==> src/rtl/count_sequencer.sv <==
// count_sequencer
//   Steps one `count` timer through a programmable table of {mode, match_value}
//   intervals. The counter is restarted for each step. The whole table is
//   repeated for a programmed number of passes, and then completion is signalled.
//
// Optional feature:
//   COUNT_SEQ_OVF_ABORT_EN - when defined, a counter overflow that arrives before
//   the match aborts the sequence and sets the sticky err flag. When it is not
//   defined, cnt_ovf is ignored and err is tied low.
//
// Ports:
//   clk, reset_n              clock, synchronous active-low reset
//   cfg_we/cfg_addr/cfg_data  table write port; data = {mode[1:0], match[BIN-1:0]}
//   cfg_last, repeat_n        last table index and pass count, sampled at start
//   start, stop               begin a sequence / abort it (stop wins)
//   cnt_reset_n, cnt_enable,
//   cnt_mode, cnt_match_val   drive the counter
//   cnt_match, cnt_ovf        status from the counter
//   step, step_pulse          current table index, 1-cycle step-complete pulse
//   busy, done, err           sequence active, completion pulse, overflow abort
module count_sequencer #(
    parameter int BIN   = 32,
    parameter int DEPTH = 8,
    parameter int AW    = 3
) (
    input  logic           clk,
    input  logic           reset_n,
    input  logic           cfg_we,
    input  logic [AW-1:0]  cfg_addr,
    input  logic [BIN+1:0] cfg_data,
    input  logic [AW-1:0]  cfg_last,
    input  logic [7:0]     repeat_n,
    input  logic           start,
    input  logic           stop,
    output logic           cnt_reset_n,
    output logic           cnt_enable,
    output logic [1:0]     cnt_mode,
    output logic [BIN-1:0] cnt_match_val,
    input  logic           cnt_match,
    input  logic           cnt_ovf,
    output logic [AW-1:0]  step,
    output logic           step_pulse,
    output logic           busy,
    output logic           done,
    output logic           err
);

    typedef enum logic [1:0] {IDLE, LOAD, RUN, NEXT} state_t;

    state_t          state;
    logic [AW-1:0]   idx;
    logic [AW-1:0]   last_sh;
    logic [7:0]      rep_sh;
    logic [7:0]      pass;
    logic [8:0]      pass_inc;
    logic            ovf_abort;
    logic [BIN+1:0]  tbl [DEPTH];

    assign pass_inc = {1'b0, pass} + 9'd1;

`ifdef COUNT_SEQ_OVF_ABORT_EN
    logic err_q;
    assign ovf_abort = cnt_ovf;
    assign err       = err_q;
`else
    logic unused_ovf;
    assign unused_ovf = cnt_ovf;
    assign ovf_abort  = 1'b0;
    assign err        = 1'b0;
`endif

    // Table storage, not reset. Because a LOAD in the same cycle as a write
    // sees the old word, a write to a later step takes effect when that step loads.
    always_ff @(posedge clk) begin
        if (cfg_we) begin
            tbl[cfg_addr] <= cfg_data;
        end
    end

    // idx is the working table index. The step output is copied from it in LOAD.
    // As a result, step_pulse shows the index of the step that just completed.
    always_ff @(posedge clk) begin
        if (!reset_n) begin
            state         <= IDLE;
            cnt_reset_n   <= 1'b0;
            cnt_enable    <= 1'b0;
            cnt_mode      <= '0;
            cnt_match_val <= '0;
            step          <= '0;
            idx           <= '0;
            step_pulse    <= 1'b0;
            busy          <= 1'b0;
            done          <= 1'b0;
            pass          <= '0;
            last_sh       <= '0;
            rep_sh        <= '0;
`ifdef COUNT_SEQ_OVF_ABORT_EN
            err_q         <= 1'b0;
`endif
        end else begin
            step_pulse <= 1'b0;
            done       <= 1'b0;
            if (stop) begin
                state       <= IDLE;
                cnt_enable  <= 1'b0;
                cnt_reset_n <= 1'b1;
                busy        <= 1'b0;
            end else begin
                case (state)
                    IDLE: begin
                        cnt_enable  <= 1'b0;
                        cnt_reset_n <= 1'b1;
                        if (start) begin
                            state   <= LOAD;
                            busy    <= 1'b1;
                            idx     <= '0;
                            step    <= '0;
                            pass    <= '0;
                            last_sh <= cfg_last;
                            rep_sh  <= repeat_n;
`ifdef COUNT_SEQ_OVF_ABORT_EN
                            err_q   <= 1'b0;
`endif
                        end
                    end
                    LOAD: begin
                        cnt_reset_n                <= 1'b0;
                        cnt_enable                 <= 1'b0;
                        {cnt_mode, cnt_match_val}  <= tbl[idx];
                        step                       <= idx;
                        state                      <= RUN;
                    end
                    RUN: begin
                        cnt_reset_n <= 1'b1;
                        cnt_enable  <= 1'b1;
                        if (cnt_match) begin
                            state <= NEXT;
                        end else if (ovf_abort) begin
                            state      <= IDLE;
                            busy       <= 1'b0;
                            cnt_enable <= 1'b0;
`ifdef COUNT_SEQ_OVF_ABORT_EN
                            err_q      <= 1'b1;
`endif
                        end
                    end
                    NEXT: begin
                        cnt_enable <= 1'b0;
                        step_pulse <= 1'b1;
                        if (idx < last_sh) begin
                            idx   <= idx + 1'b1;
                            state <= LOAD;
                        end else begin
                            pass <= pass_inc[7:0];
                            if (rep_sh == 8'd0 || pass_inc < {1'b0, rep_sh}) begin
                                idx   <= '0;
                                state <= LOAD;
                            end else begin
                                state <= IDLE;
                                done  <= 1'b1;
                                busy  <= 1'b0;
                            end
                        end
                    end
                    default: state <= IDLE;
                endcase
            end
        end
    end

endmodule

==> config.mk <==
export PLATFORM = sky130hd
export DESIGN_NAME = count_sequencer
export DESIGN_NICKNAME = d
export VERILOG_FILES = /design/src/rtl/count_sequencer.sv
export SDC_FILE = /design/constraint.sdc
export NUM_CORES = 1
export LEC_CHECK = 0
export CELL_PAD_IN_SITES_DETAIL_PLACEMENT = 1
export CELL_PAD_IN_SITES_GLOBAL_PLACEMENT = 1
export CORE_UTILIZATION = 56
export CTS_BUF_LIST = sky130_fd_sc_hd__clkbuf_8
export DETAILED_ROUTE_END_ITERATION = 10
export PLACE_DENSITY_LB_ADDON = 0.12
export SYNTH_ARGS = -nofsm -noshare
export SYNTH_HDL_FRONTEND = slang
export SYNTH_SLANG_ARGS = --single-unit
==> constraint.sdc <==
create_clock -name clk -period 12.1 [get_ports clk]
set_clock_uncertainty 0.15 [all_clocks]
set_input_delay 3.025 -clock clk [delete_from_list [all_inputs] [get_ports clk]]
set_output_delay 3.025 -clock clk [all_outputs]
set_load 0.01 [all_outputs]
==> reports/summary.log, run 1 <==
INFO  outcome        status=complete, no violations
INFO  placement      gp_congestion=0.766
INFO  drt            drtAntennaViolNets=0
INFO  global_route   number_of_global_route_vias_before_repair=8080
INFO  setup_path     crit-reg2reg-launch=pass[0]
INFO  power_and_ir_drop post-layout-total-power=2.34mW
INFO  drt            drt_first_pass_iters=4
INFO  worst_hold_path worst_hold_startpoint=last_sh[0]
INFO  clock_tree     ctsLongestPathBuffers=3
INFO  drt            detail_route.drc_violations=0
INFO  placement      dpl-instance-area=14500um^2
INFO  placement      detailedPlace.worstSlack=6390ps
INFO  sta            totalNegativeSetupSlack=0ps
INFO  clock_tree     root_buffer=sky130_fd_sc_hd__clkbuf_8
INFO  synthesis      synth-warning-count=0
INFO  power_and_ir_drop total_leakage_power=5.11nW
INFO  clock_tree     tritoncts=built
INFO  synthesis      postSynthAreaPerCell=17.3um^2
INFO  sta            setup_viol=0
INFO  synthesis      synthDistinctLibCells=45
INFO  setup_path     ff2ff_path_depth=10
INFO  flow_run       drv_cap=0
INFO  setup_path     cpLargestDelayFamily=buffers and inverters
INFO  drt            wl_per_cell=24.4um
INFO  layout         seq_area=9500um^2
INFO  drt            viasPerCell=5.92
INFO  layout         final_layout_size_suffix_gt1_share=12.8%
INFO  power_and_ir_drop power.density=151nW/um^2
INFO  setup_path     r2r_setup_slack=9330ps
INFO  floorplan      rows=55
INFO  global_route   gr-usage-all-layers=26.1%
INFO  worst_hold_path timing.hold.worst_path_depth=2
INFO  synthesis      synth_fp_nets=835
INFO  power_and_ir_drop worst_ir_drop_vdd=0.150mV
INFO  clock_tree     postCtsSetupRepairBufs=0
INFO  global_route   grt_pass1_wl=46400um
INFO  global_route   antenna_violations_before_repair=0
INFO  clock_tree     clkTransAtPathRegs=60ps
INFO  sta            worst_slew_pin_slew=1000ps
INFO  setup_path     worstPathArrival=5060ps
INFO  setup_path     path_buf_inv=2
INFO  synthesis      synth_area=13200um^2
INFO  layout         nNetsFinal=956
INFO  layout         finish.instance_area=15500um^2
INFO  setup_path     regToRegEndpoint=idx[0]
INFO  synthesis      seq_area_frac_synth=71.7%
INFO  clock_tree     cts_repair_resize_count=0
INFO  global_route   grt_start_max_net_pins=73
INFO  drt            wl=30300um
INFO  synthesis      synth_enable_flop_cells=272
INFO  clock_tree     cts-htree-levels=2
INFO  layout         multiInputGateArea=3470um^2
INFO  layout         final_common_cell=sky130_fd_sc_hd__edfxtp_1
INFO  layout         filler_cell_count=1961
INFO  layout         num_antenna_cells=0
INFO  setup_path     worstSetupPathType=input port to flip-flop
INFO  clock_tree     clock_latency=580ps
INFO  placement      hpwl=17000um
INFO  floorplan      io-pin-count=98
INFO  worst_hold_path hp-class=flip-flop to flip-flop
INFO  synthesis      synth_async_sr_flop_share=0%
INFO  layout         area_delta_synth_final=16.9%
INFO  placement      port_buffers=95
INFO  synthesis      post_synthesis_cells=765
INFO  sta            timing.final.hold_violations=0
INFO  drt            via_count=7356
INFO  sta            maxSlewViolCount=0
INFO  worst_hold_path min_to=last_sh[0]
INFO  sta            slew-limit-headroom=33.4%
INFO  global_route   grt-ovfl-total=0
INFO  clock_tree     clock_sinks=338
INFO  drt            detailedRoute.firstIterationViolations=365
INFO  sta            rsz0062_at_grt=no
INFO  setup_path     timing.critical_path.cells=clkdlybuf4s50_1 -> nand2_1 -> nor3_2 -> buf_4
INFO  floorplan      die_height=156um
INFO  setup_path     critical_path.endpoint_type=flip-flop
INFO  floorplan      dieWidth=156um
INFO  synthesis      dominantRegCellSynth=sky130_fd_sc_hd__edfxtp_1
INFO  setup_path     critPathMaxStageDelay=750ps
INFO  setup_path     critical_path_peak_fanout=27
INFO  sta            fmaxAchievable=0.200GHz
INFO  clock_tree     post_cts_hold_buffer_count=0
INFO  setup_path     critical_path.startpoint_type=input port
INFO  clock_tree     numCtsBuffers=53
INFO  synthesis      postSynthRegisterBits=338
INFO  sta            fin_crit_sh=41.4%
INFO  layout         layout.cells.most_common_list=272 x sky130_fd_sc_hd__edfxtp_1, 106 x sky130_fd_sc_hd__nand2_1, 95 x sky130_fd_sc_hd__clkdlybuf4s50_1
INFO  setup_path     critical_path_data_required_time=12150ps
INFO  floorplan      core-area=22900um^2
INFO  sta            fin_ws=7090ps
INFO  setup_path     cpMaxStageDelayCell=sky130_fd_sc_hd__nor3_2
INFO  floorplan      starting_density=57.8%
INFO  floorplan      floorplan.die_area=24300um^2
INFO  sta            period_minus_slack=5010ps
[metal layers]
metal	part of all wire (%)	wire (um)	track usage, %	up-vias
li1	-	-	-	3263
met1	40	12100	32.5	3811
met2	53	16200	46.9	238
met3	5.1	1560	4.28	44
met4	1.7	503	8.03	0
met5	0	0	0	-
[flip-flops by register name, indices dropped and copies added (netlist names), 2 cells and up]
name,flops
step,3
tbl,272
state,2
pass,8
cnt_match_val,32
idx,3
rep_sh,8
last_sh,3
cnt_mode,2
[layout make-up]
cell class	instances	area share [%]
Timing Repair Buffer	107	6.73
Clock buffer	58	5.16
Sequential cell	338	61.4
Clock inverter	40	1.42
Inverter	15	0.364
Multi-Input combinational cell	371	22.4
Tap cell	313	2.53
[synth_stat cells (all sizes together) (6+ instances only)]
library cell	count	area [um^2]
mux4	68	1720
edfxtp	272	8170
nand3	17	85.1
clkbuf	12	45.0
nand2	106	398
buf	29	239
a311oi	34	298
a21oi	25	125
inv	15	56.3
nor2b	6	45.0
nor2	54	213
dfxtp	66	1320
ha	15	188
[worst reg2reg max path, cell delays in order (launching register included)]
cell	delay (ps)
sky130_fd_sc_hd__dfxtp_1	460
sky130_fd_sc_hd__ha_1	320
sky130_fd_sc_hd__and3_1	210
sky130_fd_sc_hd__xor2_1	250
sky130_fd_sc_hd__ha_1	300
sky130_fd_sc_hd__a21o_1	170
sky130_fd_sc_hd__a21oi_1	140
sky130_fd_sc_hd__o21ai_1	80
sky130_fd_sc_hd__o21ai_1	240
sky130_fd_sc_hd__o21a_1	220
sky130_fd_sc_hd__o22ai_1	110
[stage by stage]
| stage | hold WS [ps] | utilization, % | std cells |
|---|---|---|---|
| finish | 329 | 67.5 | 1242 |
| global route | 347 | 67.5 | 1242 |
| CTS | 330 | 67.5 | 1242 |
| detailed placement | 316 | 63.1 | 1144 |
| global placement | 301 | 63.1 | 1144 |
| floorplan | 286 | - | 765 |
[cells by family after synthesis]
kind of cell    after synthesis  synth area share [%]
flops                       338                  71.7
compound gates               79                  4.38
simple gates                200                  6.44
other cells                   1                0.0283
buf+inv                      56                  2.57
xor+xnor                      6                 0.397
mux                          70                  13.1
fa+ha+maj                    15                  1.42
[worst max path at each step]
stage	startpoint	endpoint	slack, ps	depth (start not counted)
3_3_place_gp	cfg_addr[1]	tbl[0][24]	6530	4
6_report	cfg_we	tbl[2][15]	7090	4
3_5_place_dp	cfg_we	tbl[2][15]	6390	4
5_1_grt	cfg_addr[1]	tbl[2][15]	6950	4
4_1_cts	cfg_we	tbl[2][15]	7010	4
2_1_floorplan	cfg_addr[1]	tbl[0][0]	5940	2
[power by group]
| group | total [mW] | switching, mW | internal (mW) |
|---|---|---|---|
| sequential | 1.31 | 0.0143 | 1.29 |
| combinational | 0.108 | 0.0613 | 0.0472 |
| clock | 0.921 | 0.437 | 0.485 |
Power figures use the tool's default switching activity.
==> run 2, diff against run 1 <==
- CORE_UTILIZATION: 56 -> 52
- clock period: 12.1 -> 4.8 ns (I/O delays scaled with it)
==> run 2 against run 1 <==
  * Combinational power rose to 2.5 times the previous value
  * First-iteration DRC count increased by 27%
  * Final area increased by 0.30%
  * Global-route usage is 3.0 points lower
  * Non-clock buffer count up 2
  * Die area rose by 7.6%
  * Register-to-register slack worse by 7200 ps
  * Wire length fell by 3.6%
  * Clock power grew to 2.5 times the previous value
  * Final cell count up 1.8%
  * Power rose to 2.5 times the previous value
  * Critical path type unchanged
  * Largest cell class unchanged
  * Highest routed layer is now met5
==> reports/summary.log, run 2 (synthesized netlist as in run 1, its figures left out) <==
INFO  sta            slew-limit-headroom=23.8% [-9.5 points]
INFO  power_and_ir_drop worst_ir_drop_vdd=0.218mV [+45%]
INFO  drt            drt_first_pass_iters=4 [unchanged]
INFO  floorplan      rows=58 [+5.5%]
INFO  drt            wl_per_cell=23.1um [-5.2%]
INFO  sta            maxSlewViolCount=0 [unchanged]
INFO  layout         filler_cell_count=2264 [+15%]
INFO  layout         largest_registers=tbl x272, cnt_match_val x32
INFO  layout         final_layout_size_suffix_gt1_share=13.6% [+0.79 points]
INFO  layout         multiInputGateArea=3470um^2 [unchanged]
INFO  power_and_ir_drop post-layout-total-power=5.87mW [+150%]
INFO  layout         seq_area=9500um^2 [unchanged]
INFO  sta            timing.final.hold_violations=0 [unchanged]
INFO  layout         layout.cells.most_common_list=272 x sky130_fd_sc_hd__edfxtp_1, 106 x sky130_fd_sc_hd__nand2_1, 95 x sky130_fd_sc_hd__clkdlybuf4s50_1
INFO  drt            detailedRoute.firstIterationViolations=465 [+27%]
INFO  layout         final_common_cell=sky130_fd_sc_hd__edfxtp_1
INFO  clock_tree     clock_sinks=338 [unchanged]
INFO  clock_tree     clock_latency=570ps [about the same]
INFO  sta            setup_viol=0 [unchanged]
INFO  sta            fin_crit_sh=61.2%
INFO  layout         area_delta_synth_final=17.3%
INFO  drt            via_count=7160 [-2.7%]
INFO  placement      detailedPlace.worstSlack=1320ps [-5070 ps]
INFO  clock_tree     ctsLongestPathBuffers=3 [unchanged]
INFO  sta            fin_ws=1860ps [-5230 ps]
INFO  sta            worst_slew_pin_slew=1140ps [+143 ps]
INFO  outcome        status=complete, no violations
INFO  setup_path     worstPathArrival=3200ps [-1860 ps]
INFO  drt            viasPerCell=5.66 [-4.4%]
INFO  drt            wl=29200um [-3.6%]
INFO  clock_tree     clkTransAtPathRegs=60ps [about the same]
INFO  layout         top_register=tbl
INFO  clock_tree     postCtsSetupRepairBufs=0 [unchanged]
INFO  global_route   grt-ovfl-total=0 [unchanged]
INFO  power_and_ir_drop total_leakage_power=5.12nW [+0.17%]
INFO  setup_path     worstSetupPathType=input port to flip-flop
INFO  clock_tree     tritoncts=built
INFO  placement      hpwl=16000um [-5.8%]
INFO  clock_tree     cts_repair_resize_count=0 [unchanged]
INFO  placement      port_buffers=95 [unchanged]
INFO  placement      gp_congestion=0.765 [about the same]
INFO  drt            detail_route.drc_violations=0 [unchanged]
INFO  global_route   grt_start_max_net_pins=73 [unchanged]
INFO  floorplan      starting_density=52.7% [-5.0 points]
INFO  sta            fmaxAchievable=0.341GHz
INFO  sta            totalNegativeSetupSlack=0ps [unchanged]
INFO  setup_path     critical_path.startpoint_type=input port
INFO  worst_hold_path hp-class=flip-flop to flip-flop
INFO  setup_path     critical_path_data_required_time=5070ps [-7080 ps]
INFO  clock_tree     cts-htree-levels=2 [unchanged]
INFO  layout         largest_register_ffs=272 [unchanged]
INFO  floorplan      floorplan.die_area=26100um^2 [+7.6%]
INFO  global_route   grt_pass1_wl=44600um [-3.8%]
INFO  clock_tree     numCtsBuffers=54 [+1.9%]
INFO  drt            drtAntennaViolNets=0 [unchanged]
INFO  flow_run       drv_cap=0 [unchanged]
INFO  clock_tree     root_buffer=sky130_fd_sc_hd__clkbuf_8
INFO  sta            period_minus_slack=2940ps
INFO  layout         num_antenna_cells=0 [unchanged]
INFO  layout         nNetsFinal=959 [+0.31%]
INFO  floorplan      core-area=25100um^2 [+9.6%]
INFO  power_and_ir_drop power.density=378nW/um^2 [+150%]
INFO  layout         instances_no_fill=1264 [+1.8%]
INFO  clock_tree     post_cts_hold_buffer_count=0 [unchanged]
INFO  floorplan      die_height=162um [+3.7%]
INFO  global_route   gr-usage-all-layers=23.1% [-3.0 points]
INFO  floorplan      dieWidth=162um [+3.7%]
INFO  sta            rsz0062_at_grt=no
INFO  global_route   number_of_global_route_vias_before_repair=7998 [-1.0%]
INFO  layout         post-route-util=61.8% [-5.7 points]
INFO  setup_path     critical_path_peak_fanout=41 [+52%]
INFO  global_route   antenna_violations_before_repair=1 [+1]
INFO  setup_path     critical_path.endpoint_type=flip-flop
INFO  placement      post-place-cells=1163 [+1.7%]
INFO  floorplan      io-pin-count=98 [unchanged]
## run 2: where the power goes
group	internal, mW	switching (mW)	total, mW
sequential	3.26	0.0328	3.30
combinational	0.120	0.152	0.272
clock	1.20	1.10	2.31
## run 2: worst max-delay path, stage by stage
cell	delay (ps)
sky130_fd_sc_hd__clkdlybuf4s50_1	640
sky130_fd_sc_hd__nor2b_4	200
sky130_fd_sc_hd__buf_4	440
sky130_fd_sc_hd__nor2b_1	330
sky130_fd_sc_hd__nor2_1	120
sky130_fd_sc_hd__a22oi_1	210
sky130_fd_sc_hd__nor2_1	60
## run 2: layout make-up
| cell class | instances | share of cell area, % |
|---|---|---|
| Clock inverter | 41 | 1.31 |
| Tap cell | 330 | 2.66 |
| Timing Repair Buffer | 109 | 6.80 |
| Sequential cell | 338 | 61.2 |
| Clock buffer | 60 | 5.32 |
| Multi-Input combinational cell | 371 | 22.4 |
| Inverter | 15 | 0.363 |
## run 2: path summary, 6_finish.rpt
check | start | end | slack [ps] | depth (start not counted)
worst min-delay path | last_sh[2] | last_sh[2] | 320 | 2
worst max-delay path | stop | step[1] | 1860 | 7
worst min register to register | last_sh[2] | last_sh[2] | 320 | 2
worst max register to register | pass[0] | idx[0] | 2090 | 10
## run 2: through the flow
stage | hold slack [ps] | area (um^2)
floorplan | 286 | 13200
global placement | 293 | 14500
detailed placement | 310 | 14500
CTS | 321 | 15500
global route | 341 | 15500
finish | 318 | 15500
## run 2: metal layers
layer | part of all wire, % | global-route usage [%] | up-vias
met5 | 0.045 | 0 | -
met4 | 1.7 | 6.95 | 2
met3 | 6.2 | 4.44 | 49
met2 | 52 | 40.2 | 202
met1 | 40 | 29.3 | 3640
li1 | - | - | 3267
